### config.mk
export PLATFORM = sky130hd
export DESIGN_NAME = uart_receiver
export DESIGN_NICKNAME = d
export VERILOG_FILES = /design/src/rtl/uart_pkg.sv /design/src/rtl/uart_rx_sync.sv /design/src/rtl/uart_receiver.sv
export SDC_FILE = /design/constraint.sdc
export NUM_CORES = 1
export LEC_CHECK = 0
export BUFFER_PORTS_ARGS = -buffer_cell sky130_fd_sc_hd__buf_2
export CORE_ASPECT_RATIO = 1.1
export CORE_UTILIZATION = 40
export CTS_CLUSTER_DIAMETER = 120
export DETAILED_ROUTE_END_ITERATION = 10
export PLACE_DENSITY_LB_ADDON = 0.05
export SLEW_MARGIN = 5
export SYNTH_ARGS = -nofsm -noshare
export SYNTH_HDL_FRONTEND = slang
export SYNTH_SLANG_ARGS = --single-unit
### constraint.sdc
create_clock -name clk -period 2.3 [get_ports clk]
set_input_delay 0.345 -clock clk [delete_from_list [all_inputs] [get_ports clk]]
set_output_delay 0.345 -clock clk [all_outputs]
set_load 0.01 [all_outputs]
### src/rtl/uart_pkg.sv
// Shared UART definitions: receiver FSM states, default bit timing and a parity helper.
// The transmitter side imports this package as well.
package uart_pkg;

    localparam int UART_CLKS_PER_BIT = 868;

    typedef enum logic [2:0] {
        IDLE,
        START,
        DATA,
        PARITY,
        STOP,
        WAIT_IDLE
    } uart_rx_state_t;

    // Expected parity bit for a word; narrower words are zero-extended by the caller.
    function automatic logic uart_parity(input logic [7:0] data, input logic odd);
        return (^data) ^ odd;
    endfunction

endpackage

### src/rtl/uart_rx_sync.sv
// Two-flop synchronizer for the asynchronous RX pin plus a 1->0 edge detector on the synced line.
// All flops reset to 1 so that a reset never looks like a start edge.
module uart_rx_sync (
    input  logic clk,
    input  logic rst_n,
    input  logic rx_in,
    output logic rx_s,
    output logic fall_pulse
);

    logic meta_q, meta_d;
    logic sync_q, sync_d;
    logic prev_q, prev_d;

    always_comb begin
        meta_d = rx_in;
        sync_d = meta_q;
        prev_d = sync_q;
    end

    always_ff @(posedge clk) begin
        if (!rst_n) begin
            meta_q <= 1'b1;
            sync_q <= 1'b1;
            prev_q <= 1'b1;
        end else begin
            meta_q <= meta_d;
            sync_q <= sync_d;
            prev_q <= prev_d;
        end
    end

    assign rx_s       = sync_q;
    assign fall_pulse = prev_q & ~sync_q;

endmodule

### src/rtl/uart_receiver.sv
// UART receive path: recovers 8N1 / 8E1 / 8O1 frames and presents each word with a one-cycle
// valid strobe plus parity and framing error flags.
module uart_receiver
    import uart_pkg::*;
#(
    parameter int CLKS_PER_BIT = UART_CLKS_PER_BIT,
    parameter int DATA_BITS    = 8,
    parameter bit PARITY_EN    = 1'b0,
    parameter bit PARITY_ODD   = 1'b0
) (
    input  logic                 clk,
    input  logic                 rst_n,
    input  logic                 rx_in,
    output logic [DATA_BITS-1:0] rx_data,
    output logic                 rx_valid,
    output logic                 parity_err,
    output logic                 frame_err,
    output logic                 busy
);

    localparam int              CNT_W     = $clog2(CLKS_PER_BIT);
    localparam logic [CNT_W-1:0] HALF_LAST = CNT_W'(CLKS_PER_BIT / 2 - 1);
    localparam logic [CNT_W-1:0] FULL_LAST = CNT_W'(CLKS_PER_BIT - 1);
    localparam logic [2:0]       LAST_BIT  = 3'(DATA_BITS - 1);

    uart_rx_state_t state_q, state_d;
    logic [CNT_W-1:0]     cnt_q, cnt_d;
    logic [2:0]           bit_idx_q, bit_idx_d;
    logic [DATA_BITS-1:0] shift_q, shift_d;
    logic                 par_bit_q, par_bit_d;
    logic [DATA_BITS-1:0] rx_data_q, rx_data_d;
    logic                 rx_valid_q, rx_valid_d;
    logic                 parity_err_q, parity_err_d;
    logic                 frame_err_q, frame_err_d;

    logic rx_s;
    logic fall_pulse;
    logic half_hit;
    logic bit_done;

    uart_rx_sync u_sync (
        .clk        (clk),
        .rst_n      (rst_n),
        .rx_in      (rx_in),
        .rx_s       (rx_s),
        .fall_pulse (fall_pulse)
    );

    assign half_hit = (cnt_q == HALF_LAST);
    assign bit_done = (cnt_q == FULL_LAST);

    always_ff @(posedge clk) begin
        if (!rst_n) begin
            state_q      <= IDLE;
            cnt_q        <= '0;
            bit_idx_q    <= '0;
            shift_q      <= '0;
            par_bit_q    <= 1'b0;
            rx_data_q    <= '0;
            rx_valid_q   <= 1'b0;
            parity_err_q <= 1'b0;
            frame_err_q  <= 1'b0;
        end else begin
            state_q      <= state_d;
            cnt_q        <= cnt_d;
            bit_idx_q    <= bit_idx_d;
            shift_q      <= shift_d;
            par_bit_q    <= par_bit_d;
            rx_data_q    <= rx_data_d;
            rx_valid_q   <= rx_valid_d;
            parity_err_q <= parity_err_d;
            frame_err_q  <= frame_err_d;
        end
    end

    // A high line at mid start bit is treated as a glitch; a low stop bit parks in WAIT_IDLE.
    always_comb begin
        state_d = state_q;
        case (state_q)
            IDLE:      if (fall_pulse) state_d = START;
            START:     if (half_hit) state_d = rx_s ? IDLE : DATA;
            DATA:      if (bit_done && bit_idx_q == LAST_BIT) state_d = PARITY_EN ? PARITY : STOP;
            PARITY:    if (bit_done) state_d = STOP;
            STOP:      if (bit_done) state_d = rx_s ? IDLE : WAIT_IDLE;
            WAIT_IDLE: if (rx_s) state_d = IDLE;
            default:   state_d = IDLE;
        endcase
    end

    always_comb begin
        cnt_d        = cnt_q + CNT_W'(1);
        bit_idx_d    = bit_idx_q;
        shift_d      = shift_q;
        par_bit_d    = par_bit_q;
        rx_data_d    = rx_data_q;
        rx_valid_d   = 1'b0;
        parity_err_d = parity_err_q;
        frame_err_d  = frame_err_q;
        case (state_q)
            IDLE, WAIT_IDLE: cnt_d = '0;
            START: begin
                if (half_hit) begin
                    cnt_d     = '0;
                    bit_idx_d = '0;
                end
            end
            DATA: begin
                if (bit_done) begin
                    cnt_d     = '0;
                    shift_d   = {rx_s, shift_q[DATA_BITS-1:1]};
                    bit_idx_d = bit_idx_q + 3'd1;
                end
            end
            PARITY: begin
                if (bit_done) begin
                    cnt_d     = '0;
                    par_bit_d = rx_s;
                end
            end
            STOP: begin
                // The word is delivered even when parity or framing is bad.
                if (bit_done) begin
                    cnt_d        = '0;
                    rx_valid_d   = 1'b1;
                    rx_data_d    = shift_q;
                    parity_err_d = PARITY_EN && (par_bit_q != uart_parity(8'(shift_q), PARITY_ODD));
                    frame_err_d  = ~rx_s;
                end
            end
            default: cnt_d = '0;
        endcase
    end

    assign rx_data    = rx_data_q;
    assign rx_valid   = rx_valid_q;
    assign parity_err = parity_err_q;
    assign frame_err  = frame_err_q;
    assign busy       = (state_q != IDLE);

endmodule

==> flow_summary_export.csv, run 1 <==
group,metric,value,unit
clocking,cts_setup_buffers,0,
yosys,synth_top_area_cell,"dfxtp_1",
finish,instances_no_fill,233,
worst_setup_path,critPathTopFamily,"simple AND/OR/NAND/NOR gates",
worst_setup_path,path_buf_inv,0,
timing,period_minus_slack,1876,ps
route,routedWlPerCell,12.33,um
power_and_ir_drop,power.total,1.095,mW
place,place_ws,463.5,ps
route,num_vias,1175,
floorplanning,start_util,42.57,%
route,viasPerCell,5.043,
finish,fin_nets,190,
route,first_pass_iters,4,
power_and_ir_drop,swShare,21.56,%
clocking,cts_htree_levels,2,
floorplanning,chipWidth,61.93,um
finish,drive_gt1_share,14.75,%
worst_hold_path,hp-class,"in -> reg",
global_routing,gr-total-overflow,0,
clocking,clockBufferDepth,2,
worst_setup_path,cp_max_fo,6,
yosys,yosysTopAreaCellShare,46.87,%
timing,fin_tns_setup,0,ps
timing,fmax,533.2,MHz
power_and_ir_drop,power_frac_clock,39.2,%
power_and_ir_drop,powerDensity,616.6,mW/mm^2
floorplanning,core-area,0.003712,mm^2
timing,rsz0062_at_grt,"false",
run_status,outcome,"finished clean",
yosys,synth_edf_count,0,
worst_setup_path,cp-end-kind,"flip-flop",
worst_setup_path,arrival,2090,ps
worst_setup_path,crit_slowest_cell,"or4_1",
finish,final_util,47.83,%
finish,syn_to_final_growth,12.35,%
global_routing,grt_pass1_wl,5.050,mm
yosys,netlist_top_cells_count,"dfxtp_1, nor2_1, mux2i_1, nand2_1",
global_routing,grt_pass1_vias,1165,
timing,post-route-period-util,81.55,%
yosys,synth_fp_nets,174,
timing,hold_violations,0,
worst_setup_path,worstPathRequired,2510,ps
clocking,cts_hold_buffers,0,
global_routing,antenna_found_initial,0,
yosys,synth_area_per_cell,9.463,um^2
floorplanning,ios,15,
clocking,cts_sinks,37,
worst_setup_path,cp-start-kind,"flip-flop",
route,dr.first_iter.drc_count,37,
finish,fin_area,0.001775,mm^2
worst_setup_path,critPathMaxStageDelay,490,ps
route,drtAntennaViolNets,0,
worst_setup_path,worstSetupPathType,"reg -> reg",
power_and_ir_drop,internal_power,0.8588,mW
clocking,ctsResizeCount,0,
timing,slew_viol_final,0,
power_and_ir_drop,ir_worst_vdd,0.3603,mV
power_and_ir_drop,p_seq_share,59.0,%
floorplanning,die_area,0.004206,mm^2
timing,fin_ws,424.4,ps
yosys,syn-instance-count,167,
global_routing,grt_max_degree,23,
run,max_cap_violations,0,
global_routing,grt.total_usage,16.69,%
yosys,synth_area_leaders,"dfxtp_1, mux2i_1, nor2_1",
worst_setup_path,path_cells,"ha_1 > nand4bb_1 > nor2_1 > o221ai_2 > or4_1 > a21oi_1",
yosys,synthFlopType,"dfxtp_1",
yosys,syn_area,0.001580,mm^2
timing,finClkSkew,5.765,ps
yosys,async_flop_share,0,%
place,port-buffer-count,13,
clocking,cts-root-buf,"clkbuf_8",
floorplanning,chipHeight,67.92,um
place,dp_hpwl,2.050,mm
clocking,clk_latency,290,ps
power_and_ir_drop,switching_power,0.2360,mW
timing,timing.hold.ws,237.1,ps
yosys,yosys_warnings,0,
yosys,ys_types,36,
floorplanning,rows,23,
place,gp_congestion,0.7554,
clocking,cts_buffers,5,
route,drt_wl_total,2.873,mm
yosys,ys_seq_area_share,46.87,%
clocking,tritoncts,"built",
timing,setup_viol,0,
place,place_inst,226,
power_and_ir_drop,p_comb_share,1.8,%
yosys,synth_seq_cells,37,
route,drc,0,
power_and_ir_drop,static-leakage-power,0.8059,nW
finish,num_antenna_cells,0,
yosys,post-synth-top-count-cell,"dfxtp_1",
place,post_dp_cell_area,0.001694,mm^2
clocking,clk_pin_slew,70,ps
[power by group through the flow]
stage	clock network, mW	registers (mW)	logic (mW)
final	0.429	0.646	0.0201
after detailed placement	0	0.660	0.0203
after floorplan	0	0.659	0.0143
after CTS	0.449	0.645	0.0204
after global routing	0.475	0.646	0.0227
after global placement	0	0.660	0.0196
[layer usage]
metal	global-route usage (%)	vias up	wire length (um)
li1	-	602	-
met1	19.30	551	1301
met2	26.48	16	1395
met3	5.671	6	120
met4	9.722	0	55
met5	0	-	0
[sequential cells by signal, summed over array words and instances (netlist names)]
register       cells
u_sync.meta_q      1
bit_idx_q          3
u_sync.prev_q      1
rx_valid           1
state_q            3
shift_q            8
rx_data            8
cnt_q             10
u_sync.rx_s        1
frame_err          1
[cell families after synthesis]
| logic type | Yosys count | share of synthesized area [%] |
|---|---|---|
| xor gates and xnor gates | 7 | 3.880 |
| and+or+nand+nor | 77 | 25.65 |
| muxes | 20 | 12.67 |
| buffers and inverters | 9 | 2.534 |
| DFF | 37 | 46.87 |
| adders and majority gates | 4 | 3.167 |
| AOI/OAI and AO/OA | 12 | 4.988 |
| other | 1 | 0.2373 |
[final timing paths]
| check | from | end | slack (ps) | cells after the start |
|---|---|---|---|---|
| worst max-delay path | cnt_q[0] | state_q[1] | 420 | 6 |
| worst min-delay path | rx_in | u_sync.meta_q | 240 | 2 |
| worst min register to register | u_sync.meta_q | u_sync.rx_s | 420 | 1 |
| worst max register to register | cnt_q[0] | state_q[1] | 420 | 6 |
[worst register-to-register path: cells and delay by family, from the launching register on]
| kind | cells | cell delay (ps) |
|---|---|---|
| compound gates | 2 | 340 |
| flops | 1 | 400 |
| fa+ha+maj | 1 | 220 |
| simple gates | 3 | 840 |
[cell type report]
type / count / area (um^2)
Multi-Input combinational cell: 121 / 799.5
Sequential cell: 37 / 740.7
Inverter: 3 / 11.26
Timing Repair Buffer: 15 / 80.08
Clock inverter: 1 / 8.758
Fill cell: 365 / 1937
Clock buffer: 6 / 72.57
Tap cell: 50 / 62.56
[cell usage in the layout, fill, tap and decap left out, types with 2 or more instances in the layout]
master,n
or3b_1,2
xor2_1,2
nor2_1,36
dfxtp_1,37
nand3_1,5
nor3_1,4
nand2_1,7
or4_1,2
inv_1,3
buf_2,13
o21ai_0,4
mux2i_1,20
a21oi_1,4
xnor2_1,5
ha_1,4
nand2b_1,5
nand3_2,2
clkbuf_8,5
and3_1,3
buf_4,2
Note: power is estimated with default switching activity, not from simulation.
==> run 2: changes to the inputs <==
- clock period: 2.3 -> 1.5 ns (I/O delays scaled with it)
==> run 2 against run 1 <==
The flow now finishes with violations (negative setup slack); via count is 8.0% higher; critical path type unchanged; hold slack worse by 120 ps; clock skew rose by 0.56 ps; sequential power up 53%; register-to-register slack lost 520 ps; die area stayed put; design area grew 19%; combinational power is 120% higher.
==> flow_summary_export.csv, run 2 (same netlist as run 1, synthesis figures left out) <==
group,metric,value,unit
run_status,outcome,"finished, violations left",
run_status,violations,"negative setup slack",
timing,period_minus_slack,1592,ps
finish,largest_register_ffs,10,
clocking,cts_htree_levels,2,
route,first_pass_iters,4,
finish,multiInputGateArea,932.1,um^2
finish,drive_gt1_share,37.86,%
route,num_vias,1269,
floorplanning,core-area,0.003712,mm^2
finish,num_antenna_cells,0,
worst_setup_path,cp_max_fo,8,
timing,fin_tns_setup,-951.1,ps
place,port-buffer-count,13,
floorplanning,die_area,0.004206,mm^2
timing,post-route-period-util,106.1,%
finish,seq_area,757.0,um^2
clocking,clk_pin_slew,70,ps
finish,syn_to_final_growth,33.97,%
worst_setup_path,worstPathRequired,1670,ps
clocking,cts_sinks,37,
timing,fin_ws,-91.76,ps
worst_setup_path,cp-start-kind,"flip-flop",
route,drc,0,
timing,slew_viol_final,0,
finish,final_common_cell,"nor2_1",
finish,top_register,"cnt_q",
clocking,cts_buffers,5,
timing,fmax,628.2,MHz
route,routedWlPerCell,12.70,um
worst_setup_path,arrival,1760,ps
finish,final_util,57.03,%
floorplanning,chipWidth,61.93,um
place,place_ws,-174.4,ps
power_and_ir_drop,powerDensity,811.2,mW/mm^2
timing,setup_viol,21,
global_routing,grt_max_degree,23,
clocking,clk_latency,280,ps
place,gp_congestion,0.8656,
clocking,tritoncts,"built",
power_and_ir_drop,ir_worst_vdd,0.7262,mV
worst_setup_path,worstSetupPathType,"reg -> reg",
timing,rsz0062_at_grt,"true",
floorplanning,start_util,42.57,%
finish,fin_nets,213,
worst_hold_path,hp-class,"in -> reg",
global_routing,grt.total_usage,17.77,%
floorplanning,rows,23,
global_routing,antenna_found_initial,0,
global_routing,gr-total-overflow,0,
floorplanning,chipHeight,67.92,um
route,viasPerCell,4.957,
route,drtAntennaViolNets,0,
floorplanning,ios,15,
place,dp_hpwl,2.253,mm
route,dr.first_iter.drc_count,77,
finish,fillers,331,
global_routing,grt_pass1_vias,1225,
timing,hold_violations,0,
run,max_cap_violations,0,
global_routing,grt_pass1_wl,5.430,mm
timing,finClkSkew,6.327,ps
clocking,cts_hold_buffers,0,
power_and_ir_drop,static-leakage-power,0.9419,nW
clocking,cts-root-buf,"clkbuf_8",
worst_setup_path,cp-end-kind,"flip-flop",
finish,final_cell_mix,"nor2_1, dfxtp_1, buf_4, mux2i_1, buf_2",
route,drt_wl_total,3.251,mm
clocking,clockBufferDepth,2,
==> run 2: where the power goes <==
group          internal, mW  switching [mW]
Clock                 0.364           0.322
Combinational        0.0159          0.0283
Sequential            0.983         0.00396
Total                  1.36           0.355
==> run 2: worst paths after layout <==
path	from	endpoint	slack (ps)	depth (start not counted)
min	rx_in	u_sync.meta_q	120	2
max reg2reg	cnt_q[3]	shift_q[5]	-90	6
max	cnt_q[3]	shift_q[5]	-90	6
min reg2reg	u_sync.meta_q	u_sync.rx_s	410	1
==> run 2: repair_timing <==
action,CTS,global route
gates resized for setup,23,14
setup endpoints to repair,27,26
pin swaps,8,11
buffers inserted,1,2
==> run 2: final cells by class <==
class / instances / share of cell area, %
repair buffers: 38 / 12.65
multi-input cells: 121 / 44.03
clock buffers: 7 / 4.078
well taps: 50 / 2.955
inverters: 3 / 0.5319
flip-flops and latches: 37 / 35.76
==> run 2: routing by layer <==
layer | track usage (%) | vias to the layer above | part of all wire, %
li1 | - | 644 | -
met1 | 21.21 | 591 | 45
met2 | 28.90 | 25 | 49
met3 | 5.293 | 9 | 3.6
met4 | 8.333 | 0 | 2.5
met5 | 0 | - | 0
==> run 2: per-stage QoR <==
| stage | total power [mW] | instance area (um^2) | cells | hold WS (ps) |
|---|---|---|---|---|
| after floorplan | 1.033 | 1609 | 167 | 298.0 |
| after global placement | 1.049 | 1874 | 247 | 389.1 |
| after detailed placement | 1.050 | 1874 | 247 | 393.3 |
| after CTS | 1.745 | 2041 | 254 | 107.6 |
| after global routing | 1.790 | 2117 | 256 | 112.4 |
| final | 1.717 | 2117 | 256 | 121.3 |
==> run 2: critical path, stage by stage, from the launching register on <==
cell and delay [ps]:
dfxtp_2 320, or3b_4 420, nor3_4 180, buf_6 140, nand3_4 160, mux2i_1 200
nor2_1 50
==> run 3: changes to the inputs <==
- BUFFER_PORTS_ARGS: -buffer_cell sky130_fd_sc_hd__buf_2 -> -buffer_cell sky130_fd_sc_hd__clkbuf_2
==> run 3 against run 2 <==
The flow still finishes with violations (negative setup slack); first-iteration DRC count decreased by 36%; sequential power about the same; clock power decreased by 4.5%.
==> flow_summary_export.csv, run 3 (same netlist as run 1, synthesis figures left out) <==
group,metric,value,unit
place,dp_hpwl,2.217,mm
worst_setup_path,path_cells,"ha_4 > nand4bb_4 > nor3_4 > buf_6 > nand3_4 > mux2i_1 > nor2_1",
finish,fillers,326,
route,drt_wl_total,3.240,mm
timing,finClkSkew,3.165,ps
worst_setup_path,crit_path_end,"shift_q[2]",
timing,rsz0062_at_grt,"true",
route,dr.first_iter.drc_count,49,
run,max_cap_violations,0,
place,post_dp_cell_area,0.001897,mm^2
finish,top_register,"cnt_q",
place,gp_congestion,0.7987,
worst_setup_path,cp-end-kind,"flip-flop",
finish,fin_nets,214,
worst_setup_path,regToRegEndpoint,"shift_q[2]",
run_status,violations,"negative setup slack",
finish,syn_to_final_growth,33.57,%
clocking,clk_pin_slew,70,ps
clocking,cts_sinks,37,
worst_setup_path,worstSetupPathType,"reg -> reg",
route,wl_met3,114,um
place,port-buffer-count,13,
floorplanning,chipHeight,67.92,um
finish,final_common_cell,"nor2_1",
route,dr_wl_met2,1.544,mm
route,drc,0,
power_and_ir_drop,powerDensity,801.1,mW/mm^2
timing,fmax,630.4,MHz
route,drtAntennaViolNets,0,
global_routing,antenna_found_initial,0,
timing,hold_violations,0,
clocking,cts_hold_buffers,0,
timing,slew_viol_final,0,
floorplanning,rows,23,
worst_setup_path,cp-start-kind,"flip-flop",
clocking,clockBufferDepth,2,
global_routing,gr-total-overflow,0,
route,num_vias,1271,
floorplanning,die_area,0.004206,mm^2
clocking,cts-root-buf,"clkbuf_8",
worst_setup_path,rr_worst_depth,7,
clocking,clk_latency,280,ps
clocking,tritoncts,"built",
finish,largest_register_ffs,10,
timing,period_minus_slack,1586,ps
route,viasPerCell,4.926,
worst_setup_path,crit_path_start,"cnt_q[0]",
power_and_ir_drop,ir_worst_vdd,0.5777,mV
run_status,outcome,"finished, violations left",
worst_setup_path,crit_slowest_cell,"dfxtp_4",
power_and_ir_drop,power.total,1.691,mW
route,top_layer,"met4",
finish,drive_gt1_share,35.58,%
floorplanning,ios,15,
power_and_ir_drop,static-leakage-power,0.9424,nW
worst_setup_path,arrival,1750,ps
route,first_pass_iters,4,
timing,fin_ws,-86.17,ps
worst_setup_path,critPathMaxStageDelay,370,ps
floorplanning,core-area,0.003712,mm^2
finish,final_cell_mix,"nor2_1, dfxtp_1, buf_4, mux2i_1, clkbuf_2",
route,met1Wirelength,1.531,mm
floorplanning,chipWidth,61.93,um
global_routing,grt_max_degree,23,
timing,setup_viol,22,
worst_setup_path,reg2reg_slack,-90,ps
clocking,cts_htree_levels,2,
worst_hold_path,min_from,"rx_in",
global_routing,grt.total_usage,17.27,%
floorplanning,start_util,42.57,%
route,routedWlPerCell,12.56,um
worst_setup_path,worstPathRequired,1670,ps
clocking,cts_buffers,5,
worst_setup_path,cp_max_fo,8,
finish,fin_area,0.002111,mm^2
finish,num_antenna_cells,0,
global_routing,grt_pass1_vias,1192,
worst_hold_path,hp-class,"in -> reg",
timing,post-route-period-util,105.7,%
worst_setup_path,r2r_start,"cnt_q[0]",
global_routing,grt_pass1_wl,5.278,mm
==> run 3: changes by cell type in the layout (fill, tap and decap cells not counted), sizes merged <==
cell,delta
buf,-12
clkbuf,+12
clkinv,+2
==> run 3: metal layers <==
metal	global-route usage, %	vias to the layer above
met4	8.333	0
met2	27.15	24
met3	4.159	7
met1	21.96	594
li1	-	646
met5	0	-
==> run 3: final cells by class <==
cell class	instances	area (um^2)	share of cell area, %
inverter	3	11.26	0.5335
timing repair buffer	39	271.5	12.86
tap	50	62.56	2.964
multi-input combinational	121	930.9	44.10
clock inverter	2	10.01	0.4742
sequential	37	752.0	35.63
clock buffer	6	72.57	3.438
==> run 3: worst max-delay path, delay by kind of cell, from the launching register on <==
kind          cells  cell delay (ps)
mux               1              190
simple gates      4              630
buf+inv           1              140
fa+ha+maj         1              150
flops             1              370
==> run 3: how the worst min path moves through the flow <==
stage,to,depth (start not counted)
floorplan,u_sync.meta_q,1
global placement,u_sync.rx_s,1
detailed placement,u_sync.rx_s,1
CTS,u_sync.meta_q,2
global route,u_sync.meta_q,2
finish,u_sync.meta_q,2
==> run 3: where the power goes <==
| part | switching [mW] | internal, mW | total, mW |
|---|---|---|---|
| clock | 0.334 | 0.322 | 0.655 |
| sequential | 0.00430 | 0.984 | 0.988 |
| combinational | 0.0289 | 0.0181 | 0.0470 |
==> run 3: timing repair <==
item,in CTS,in global routing
resized for setup,23,7
gates cloned,0,0
setup buffers,1,0
endpoints found under the setup margin,33,33
pin swaps,8,12
==> run 3: through the flow <==
stage / setup TNS [ps] / std cells / util, % / setup slack, ps / hold WS [ps]
global placement: -2419 / 250 / 51.10 / -157.0 / 390.2
global route: -3442 / 258 / 56.86 / -197.0 / 127.3
CTS: -819.0 / 258 / 55.85 / -74.21 / 120.2
detailed placement: -3324 / 250 / 51.10 / -222.2 / 394.7
finish: -1286 / 258 / 56.86 / -86.17 / 132.8
floorplan: -649.9 / 167 / - / -129.4 / 298.0
